## src/rtl/apb_cmd_master.sv

```systemverilog
// APB requester: turns one valid/ready command into one SETUP/ACCESS transfer
// and returns read data, slave error and timeout status on a response port.
module apb_cmd_master #(
  parameter int ADDR_W  = 32,
  parameter int DATA_W  = 32,
  parameter int TIMEOUT = 16
) (
  input  logic              PCLK,
  input  logic              PRESET,
  input  logic              cmd_valid,
  output logic              cmd_ready,
  input  logic              cmd_write,
  input  logic [ADDR_W-1:0] cmd_addr,
  input  logic [DATA_W-1:0] cmd_wdata,
  output logic              rsp_valid,
  input  logic              rsp_ready,
  output logic [DATA_W-1:0] rsp_rdata,
  output logic              rsp_err,
  output logic              rsp_timeout,
  output logic              PSEL,
  output logic              PENABLE,
  output logic              PWRITE,
  output logic [ADDR_W-1:0] PADDR,
  output logic [DATA_W-1:0] PWDATA,
  input  logic [DATA_W-1:0] PRDATA,
  input  logic              PREADY,
  input  logic              PSLVERR,
  output logic              busy
);

  localparam logic [1:0] S_IDLE   = 2'd0;
  localparam logic [1:0] S_SETUP  = 2'd1;
  localparam logic [1:0] S_ACCESS = 2'd2;
  localparam logic [1:0] S_RESP   = 2'd3;

  // Abort is taken on the cycle whose PREADY=0 sample would bring the
  // counter to TIMEOUT-1, so ACCESS lasts at most TIMEOUT-1 cycles.
  localparam logic [7:0] WAIT_LAST = 8'(TIMEOUT - 2);

  logic [1:0] state;
  logic [7:0] wait_cnt;

  always_ff @(posedge PCLK or posedge PRESET) begin
    if (PRESET) begin
      state       <= S_IDLE;
      PWRITE      <= 1'b0;
      PADDR       <= '0;
      PWDATA      <= '0;
      rsp_rdata   <= '0;
      rsp_err     <= 1'b0;
      rsp_timeout <= 1'b0;
      wait_cnt    <= '0;
    end else begin
      case (state)
        S_IDLE: begin
          if (cmd_valid) begin
            PWRITE <= cmd_write;
            PADDR  <= cmd_addr;
            PWDATA <= cmd_wdata;
            state  <= S_SETUP;
          end
        end
        S_SETUP: begin
          wait_cnt <= '0;
          state    <= S_ACCESS;
        end
        S_ACCESS: begin
          if (PREADY) begin
            rsp_rdata   <= PWRITE ? '0 : PRDATA;
            rsp_err     <= PSLVERR;
            rsp_timeout <= 1'b0;
            state       <= S_RESP;
          end else begin
            wait_cnt <= wait_cnt + 8'd1;
            if (wait_cnt == WAIT_LAST) begin
              rsp_rdata   <= '0;
              rsp_err     <= 1'b1;
              rsp_timeout <= 1'b1;
              state       <= S_RESP;
            end
          end
        end
        S_RESP: begin
          if (rsp_ready) state <= S_IDLE;
        end
        default: state <= S_IDLE;
      endcase
    end
  end

  // Handshake and APB strobes are pure state decode, so reset clears them at once.
  assign cmd_ready = (state == S_IDLE);
  assign PSEL      = (state == S_SETUP) || (state == S_ACCESS);
  assign PENABLE   = (state == S_ACCESS);
  assign rsp_valid = (state == S_RESP);
  assign busy      = (state != S_IDLE);

endmodule

```

## config.mk

```make
export PLATFORM = sky130hd
export DESIGN_NAME = apb_cmd_master
export DESIGN_NICKNAME = d
export VERILOG_FILES = /design/src/rtl/apb_cmd_master.sv
export SDC_FILE = /design/constraint.sdc
export NUM_CORES = 1
export LEC_CHECK = 0
export ABC_AREA = 1
export CAP_MARGIN = 20
export CORE_AREA = 2 2 140 115
export DETAILED_ROUTE_END_ITERATION = 8
export DIE_AREA = 0 0 142 117
export SLEW_MARGIN = 30
export SYNTH_ARGS = -nofsm -noshare
export SYNTH_HDL_FRONTEND = slang
export SYNTH_SLANG_ARGS = --single-unit
```

## constraint.sdc

```tcl
create_clock -name PCLK -period 3.76 [get_ports PCLK]
set_clock_uncertainty 0.15 [all_clocks]
set_input_delay 0.752 -clock PCLK [delete_from_list [all_inputs] [get_ports PCLK]]
set_output_delay 0.752 -clock PCLK [all_outputs]
set_load 0.01 [all_outputs]
```

==> results of run 1 <==
[registers in the layout, summed over array words and instances (netlist names)]
name,flops
PADDR,32
PWDATA,32
PWRITE,1
rsp_err,1
rsp_rdata,32
rsp_timeout,1
state,2
wait_cnt,8
[synthesized netlist by cell type]
| cell type | instances | share of area (%) |
|---|---|---|
| a21oi_1 | 2 | 0.22 |
| a22oi_1 | 1 | 0.17 |
| buf_1 | 2 | 0.17 |
| buf_2 | 4 | 0.45 |
| buf_4 | 1 | 0.17 |
| buf_6 | 7 | 1.8 |
| clkbuf_1 | 7 | 0.58 |
| dfrtp_1 | 109 | 61 |
| ha_1 | 6 | 1.7 |
| inv_1 | 20 | 1.7 |
| inv_2 | 1 | 0.083 |
| mux2_2 | 64 | 16 |
| nand2_1 | 88 | 7.3 |
| nand2_2 | 5 | 0.70 |
| nand2_4 | 1 | 0.25 |
| nand3_1 | 10 | 1.1 |
| nand3_2 | 1 | 0.22 |
| nand4_1 | 34 | 4.7 |
| nor2_1 | 8 | 0.67 |
| o21ai_0 | 4 | 0.45 |
| o21ai_1 | 2 | 0.22 |
| o21bai_1 | 1 | 0.17 |
| o21bai_4 | 1 | 0.42 |
| or2_2 | 1 | 0.14 |
[logic make-up (layout without fill, tap and decap cells)]
kind of cell | after synthesis | in the layout | synth area share (%)
flip-flops | 109 | 109 | 60.6
buffers and inverters | 42 | 247 | 4.87
adder cells (fa/ha/maj) | 6 | 6 | 1.67
AND/OR/NAND/NOR | 148 | 148 | 15.2
multiplexers | 64 | 64 | 16.0
AO/OA/AOI/OAI | 11 | 11 | 1.64
[layout make-up]
type / instances / area share [%]
clock buffers: 11 / 3.32
clock inverters: 4 / 0.715
inverters: 21 / 1.18
multi-input cells: 229 / 22.2
flip-flops and latches: 109 / 39.0
well taps: 193 / 3.45
repair buffers: 211 / 30.2
[worst min-delay path, stage by stage, from the launching register on]
cell and delay (ps):
dfrtp_1 350, nand2_1 50, nand2_1 50
[placed cells by master (no fill, tap or decap), types with 2 or more instances in the layout]
cell type and instances:
dfrtp_1 109, nand2_2 6, nor2_1 8, ha_1 6, mux2_2 64, clkbuf_16 9
o21ai_0 4, o21ai_1 2, nand3_1 10, a21oi_1 2, nand4_1 34, inv_1 18
clkdlybuf4s50_1 206, nand2_1 87, buf_4 4, clkinvlp_4 3, clkbuf_1 2
[power groups by stage]
stage | Combinational, W | Clock, W | Sequential (W)
2_1_floorplan | 0.000931 | 0 | 0.00224
3_3_place_gp | 0.00254 | 0 | 0.00200
3_5_place_dp | 0.00257 | 0 | 0.00202
4_1_cts | 0.00258 | 0.000980 | 0.00201
5_1_grt | 0.00276 | 0.00102 | 0.00207
6_report | 0.00254 | 0.000936 | 0.00200
[path summary, 6_finish.rpt]
path                       cells past startpoint  slack [ps]             to
max reg2reg                                    8        1730    wait_cnt[6]
max in group asynchronous                      3        2010         PWRITE
min reg2reg                                    2         330  rsp_rdata[16]
max                                            4        1130           busy
min                                            2         330  rsp_rdata[16]
min in group asynchronous                      3         830      PADDR[20]
[metal layers]
metal  GRT usage [%]  up-vias
met1            17.8     1728
met2            23.1      161
met5               0        -
li1                -     1678
met3            6.18       13
met4            5.20        0
[per-stage QoR]
stage	utilization, %	total power [W]
6_report	45.6	0.00548
5_1_grt	45.6	0.00585
4_1_cts	45.6	0.00557
3_5_place_dp	43.8	0.00460
3_3_place_gp	43.8	0.00454
2_1_floorplan	-	0.00317
==> flow_summary.toml, run 1 <==
[clock_network]
clk_transition_reported_paths_ps = 70
clk_latency_ps = 340
postCtsSetupRepairBufs = 0
h-tree-depth = 3
clockBufferDepth = 2
numCtsBuffers = 9
cts_resized = 0
postCtsHoldBufs = 0
clock-root-buffer = "clkbuf_16"
tritoncts = "yes"
cts.sinks = 109

[final_layout]
multiInputGateArea_um2 = 1550
fin_cells = 778
area_growth_pct = 55.6
finalInstanceArea_um2 = 7000
regArea_um2 = 2730
nets = 690
num_antenna_cells = 0
drive_gt1_share_pct = 16.1
fillers = 1419

[timing]
fin_ws_ps = 1130
slew_headroom_pct = 39.0
worst_pin_slew_ps = 909
max_freq_mhz = 380
drv_slew = 0
hold_ws_ps = 325
rsz0062_at_grt = "no"
finalSetupViolations = 0
hold_viol = 0
finalCriticalPeriod_ps = 2630
fin_crit_sh_pct = 70.0
tns_ps = 0

[die]
start_util_pct = 29.3
coreArea_um2 = 15300
fp-row-count = 41
dieArea_um2 = 16600
chipHeight_um = 117
ios = 207
die_w_um = 142

[global_route]
grt_max_degree = 67
antenna_found_initial = 0
grt_overflow = 0
grt_pass1_vias = 3727
grt_pass1_wl_um = 18900
track_usage_pct = 14.5

[setup_path]
crit_family = "buffers and inverters"
cp_slowest_cell = "clkdlybuf4s50_1"
critical_path.cell_chain = "inv_1, ha_1, inv_1, clkdlybuf4s50_1"
reg2reg_from = "state[0]"
crit_required_ps = 2860
cp_num_buf_inv = 3
crit_path_max_incr_delay_ps = 560
end_kind = "primary output"
critPathLaunch = "state[0]"
cp_max_fo = 4
crit_type = "reg -> out"
startpoint_type = "flip-flop"
crit_top_cell = "inv_1"
crit_arrival_ps = 1730

[synthesis]
synth_nets = 489
yosys_warnings = 0
ys_ff_latch = 109
netlist_instances = 380
yosysSeqAreaShare_pct = 60.6
synth.distinct_cells = 24
synth_area_um2 = 4500
synth.avg_cell_area_um2 = 11.8

[route]
drcViolationCount = 0
wl_met3_um = 1180
drt_wl_total_um = 12000
dr.pass1.iters = 4
wire_per_inst_um = 15.4
routed.top_layer = "met4"
vias = 3580
vias_per_cell = 4.60
wl_met1_um = 5040
wl_met2_um = 5550
drt_iter0_markers = 93
ant_nets = 0

[power]
pwr-share-seq_pct = 36.6
leakagePower_nw = 3.12
p_sw_share_pct = 32.4
intPower_w = 0.00370
pwr-share-clk_pct = 17.1
power.switching_w = 0.00178
power_density_nw_per_um2 = 783
ir_worst_vdd_mv = 0.521
power_frac_comb_pct = 46.4

[hold_path]
hold_start = "rsp_rdata[16]"
min_path_type = "reg -> reg"

[place]
gp_congestion = 0.774
dp_hpwl_um = 8620
postPlaceCellArea_um2 = 6720
dpl.cell_count = 763
port_buffers = 206
pre_cts_slack_ps = 1310

[run_status]
status = "completed"

[flow_run]
max_cap_violations = 0
Power figures use the tool's default switching activity.
==> run 2, diff against run 1 <==
==> constraint.sdc (replaced) <==
create_clock -name PCLK -period 2.6 [get_ports PCLK]
set_clock_uncertainty 0.15 [all_clocks]
set_input_delay 0.52 -clock PCLK [delete_from_list [all_inputs] [get_ports PCLK]]
set_output_delay 0.52 -clock PCLK [all_outputs]
set_load 0.01 [all_outputs]
==> flow_summary.toml, run 2 (synthesized netlist as in run 1, its figures left out) <==
[clock_network]
tritoncts = "yes"
postCtsHoldBufs = 0
numCtsBuffers = 9
cts_resized = 0
cts.sinks = 109
clk_latency_ps = 350
clock-root-buffer = "clkbuf_16"
clk_transition_reported_paths_ps = 80
postCtsSetupRepairBufs = 0
h-tree-depth = 3
clockBufferDepth = 2

[setup_path]
reg2reg_depth = 8
crit_required_ps = 1930
startpoint_type = "flip-flop"
crit_type = "reg -> out"
cp_slowest_cell = "clkdlybuf4s50_1"
worstReg2RegEnd = "wait_cnt[6]"
critical_path.cell_chain = "inv_1, ha_1, inv_1, clkdlybuf4s50_1"
rrSetupSlack_ps = 540
cp_max_fo = 4
crit_top_cell = "inv_1"
crit_family = "buffers and inverters"
crit_arrival_ps = 1750
end_kind = "primary output"
reg2reg_from = "state[0]"
cp_num_buf_inv = 3
crit_path_max_incr_delay_ps = 550
cp.depth = 4

[route]
drcViolationCount = 0
drt_iter0_markers = 140
vias_per_cell = 4.61
dr.pass1.iters = 5
wire_per_inst_um = 15.3
ant_nets = 0
vias = 3600
drt_wl_total_um = 12000

[final_layout]
layout_commonest_cell = "clkdlybuf4s50_1"
reg_top3 = "PADDR x32, PWDATA x32, rsp_rdata x32"
num_antenna_cells = 0
area_growth_pct = 56.6
final_cell_mix = "clkdlybuf4s50_1 (206), dfrtp_1 (109), nand2_1 (87)"
nets = 692
drive_gt1_share_pct = 16.8

[die]
ios = 207
die_w_um = 142
start_util_pct = 29.3
dieArea_um2 = 16600
fp-row-count = 41
coreArea_um2 = 15300
chipHeight_um = 117

[global_route]
grt_max_degree = 64
track_usage_pct = 14.7
grt_pass1_wl_um = 18900
grt_pass1_vias = 3709
grt_overflow = 0
antenna_found_initial = 1

[hold_path]
min_path_type = "reg -> reg"
hold_depth = 2
whs_endpoint = "rsp_rdata[2]"
hold_start = "rsp_rdata[2]"

[timing]
hold_viol = 0
hold_ws_ps = 325
worst_pin_slew_ps = 533
slew_headroom_pct = 64.4
fin_crit_sh_pct = 93.2
finalSetupViolations = 0
max_freq_mhz = 413
drv_slew = 0
tns_ps = 0
finalCriticalPeriod_ps = 2420
rsz0062_at_grt = "no"

[power]
ir_worst_vdd_mv = 0.603
leakagePower_nw = 3.14
power_density_nw_per_um2 = 1120

[place]
gp_congestion = 0.755
dp_hpwl_um = 8740
port_buffers = 206

[flow_run]
max_cap_violations = 0

[run_status]
status = "completed"
## run 2: cell types whose count changed in the layout (fill, tap and decap cells not counted)
cell,change
clkinv_1,-1
clkbuf_1,-2
clkinvlp_4,+1
bufinv_16,-1
inv_6,+1
inv_1,+1
buf_12,+2
inv_8,+1
clkinv_4,+2
clkinv_2,-1
## run 2: area by class of cell
class / count / area (um^2)
Multi-Input combinational cell: 229 / 1550
Sequential cell: 109 / 2730
Tap cell: 193 / 241
Fill cell: 1425 / 8300
Timing Repair Buffer: 213 / 2150
Clock buffer: 9 / 225
Clock inverter: 7 / 60.1
Inverter: 21 / 82.6
## run 2: routing by layer
metal  vias to the layer above  routed length, um  GRT usage [%]
met2                       157               5520           23.4
li1                       1677                  -              -
met5                         -                 13              0
met1                      1744               4960           17.4
met4                         2                236           5.73
met3                        20               1250           7.08
## run 2: where the power goes
group	internal, W	switching, W
clock	0.000664	0.000674
combinational	0.00216	0.00154
sequential	0.00247	0.000418
total	0.00529	0.00263
## run 2: worst reg2reg max path, stage by stage (launching register included)
cell and delay [ps]:
dfrtp_1 430, inv_1 110, ha_1 200, buf_4 390, nand2_2 180, nor2_1 200, nand3_1 120, o21ai_1 140
inv_1 50
## run 2: worst max path at each step
stage               from         to  slack (ps)
4_1_cts         state[0]       busy         140
2_1_floorplan     PRESET   PADDR[0]         610
3_3_place_gp   cmd_valid  PWDATA[1]         490
6_report        state[0]       busy         180
3_5_place_dp   cmd_valid  PWDATA[9]         450
5_1_grt         state[0]       busy          40
## run 2: per-stage QoR
| step | cells | setup WS (ps) | cell area (um^2) | total power, W | util [%] |
|---|---|---|---|---|---|
| 6_report | 781 | 177 | 7040 | 0.00792 | 45.9 |
| 5_1_grt | 781 | 40.3 | 7040 | 0.00850 | 45.9 |
| 4_1_cts | 781 | 141 | 7040 | 0.00807 | 45.9 |
| 3_5_place_dp | 765 | 450 | 6760 | 0.00667 | 44.1 |
| 3_3_place_gp | 765 | 488 | 6760 | 0.00659 | 44.1 |
| 2_1_floorplan | 380 | 615 | 4500 | 0.00458 | - |
==> run 3, diff against run 2 <==
--- a/config.mk
+++ b/config.mk
@@ -10,6 +10,7 @@
 export CORE_AREA = 2 2 140 115
 export DETAILED_ROUTE_END_ITERATION = 8
 export DIE_AREA = 0 0 142 117
+export SKIP_LAST_GASP = 1
 export SLEW_MARGIN = 30
 export SYNTH_ARGS = -nofsm -noshare
 export SYNTH_HDL_FRONTEND = slang
==> results of run 3 <==
The final DEF is identical to that of run 2; final timing and power are the same.
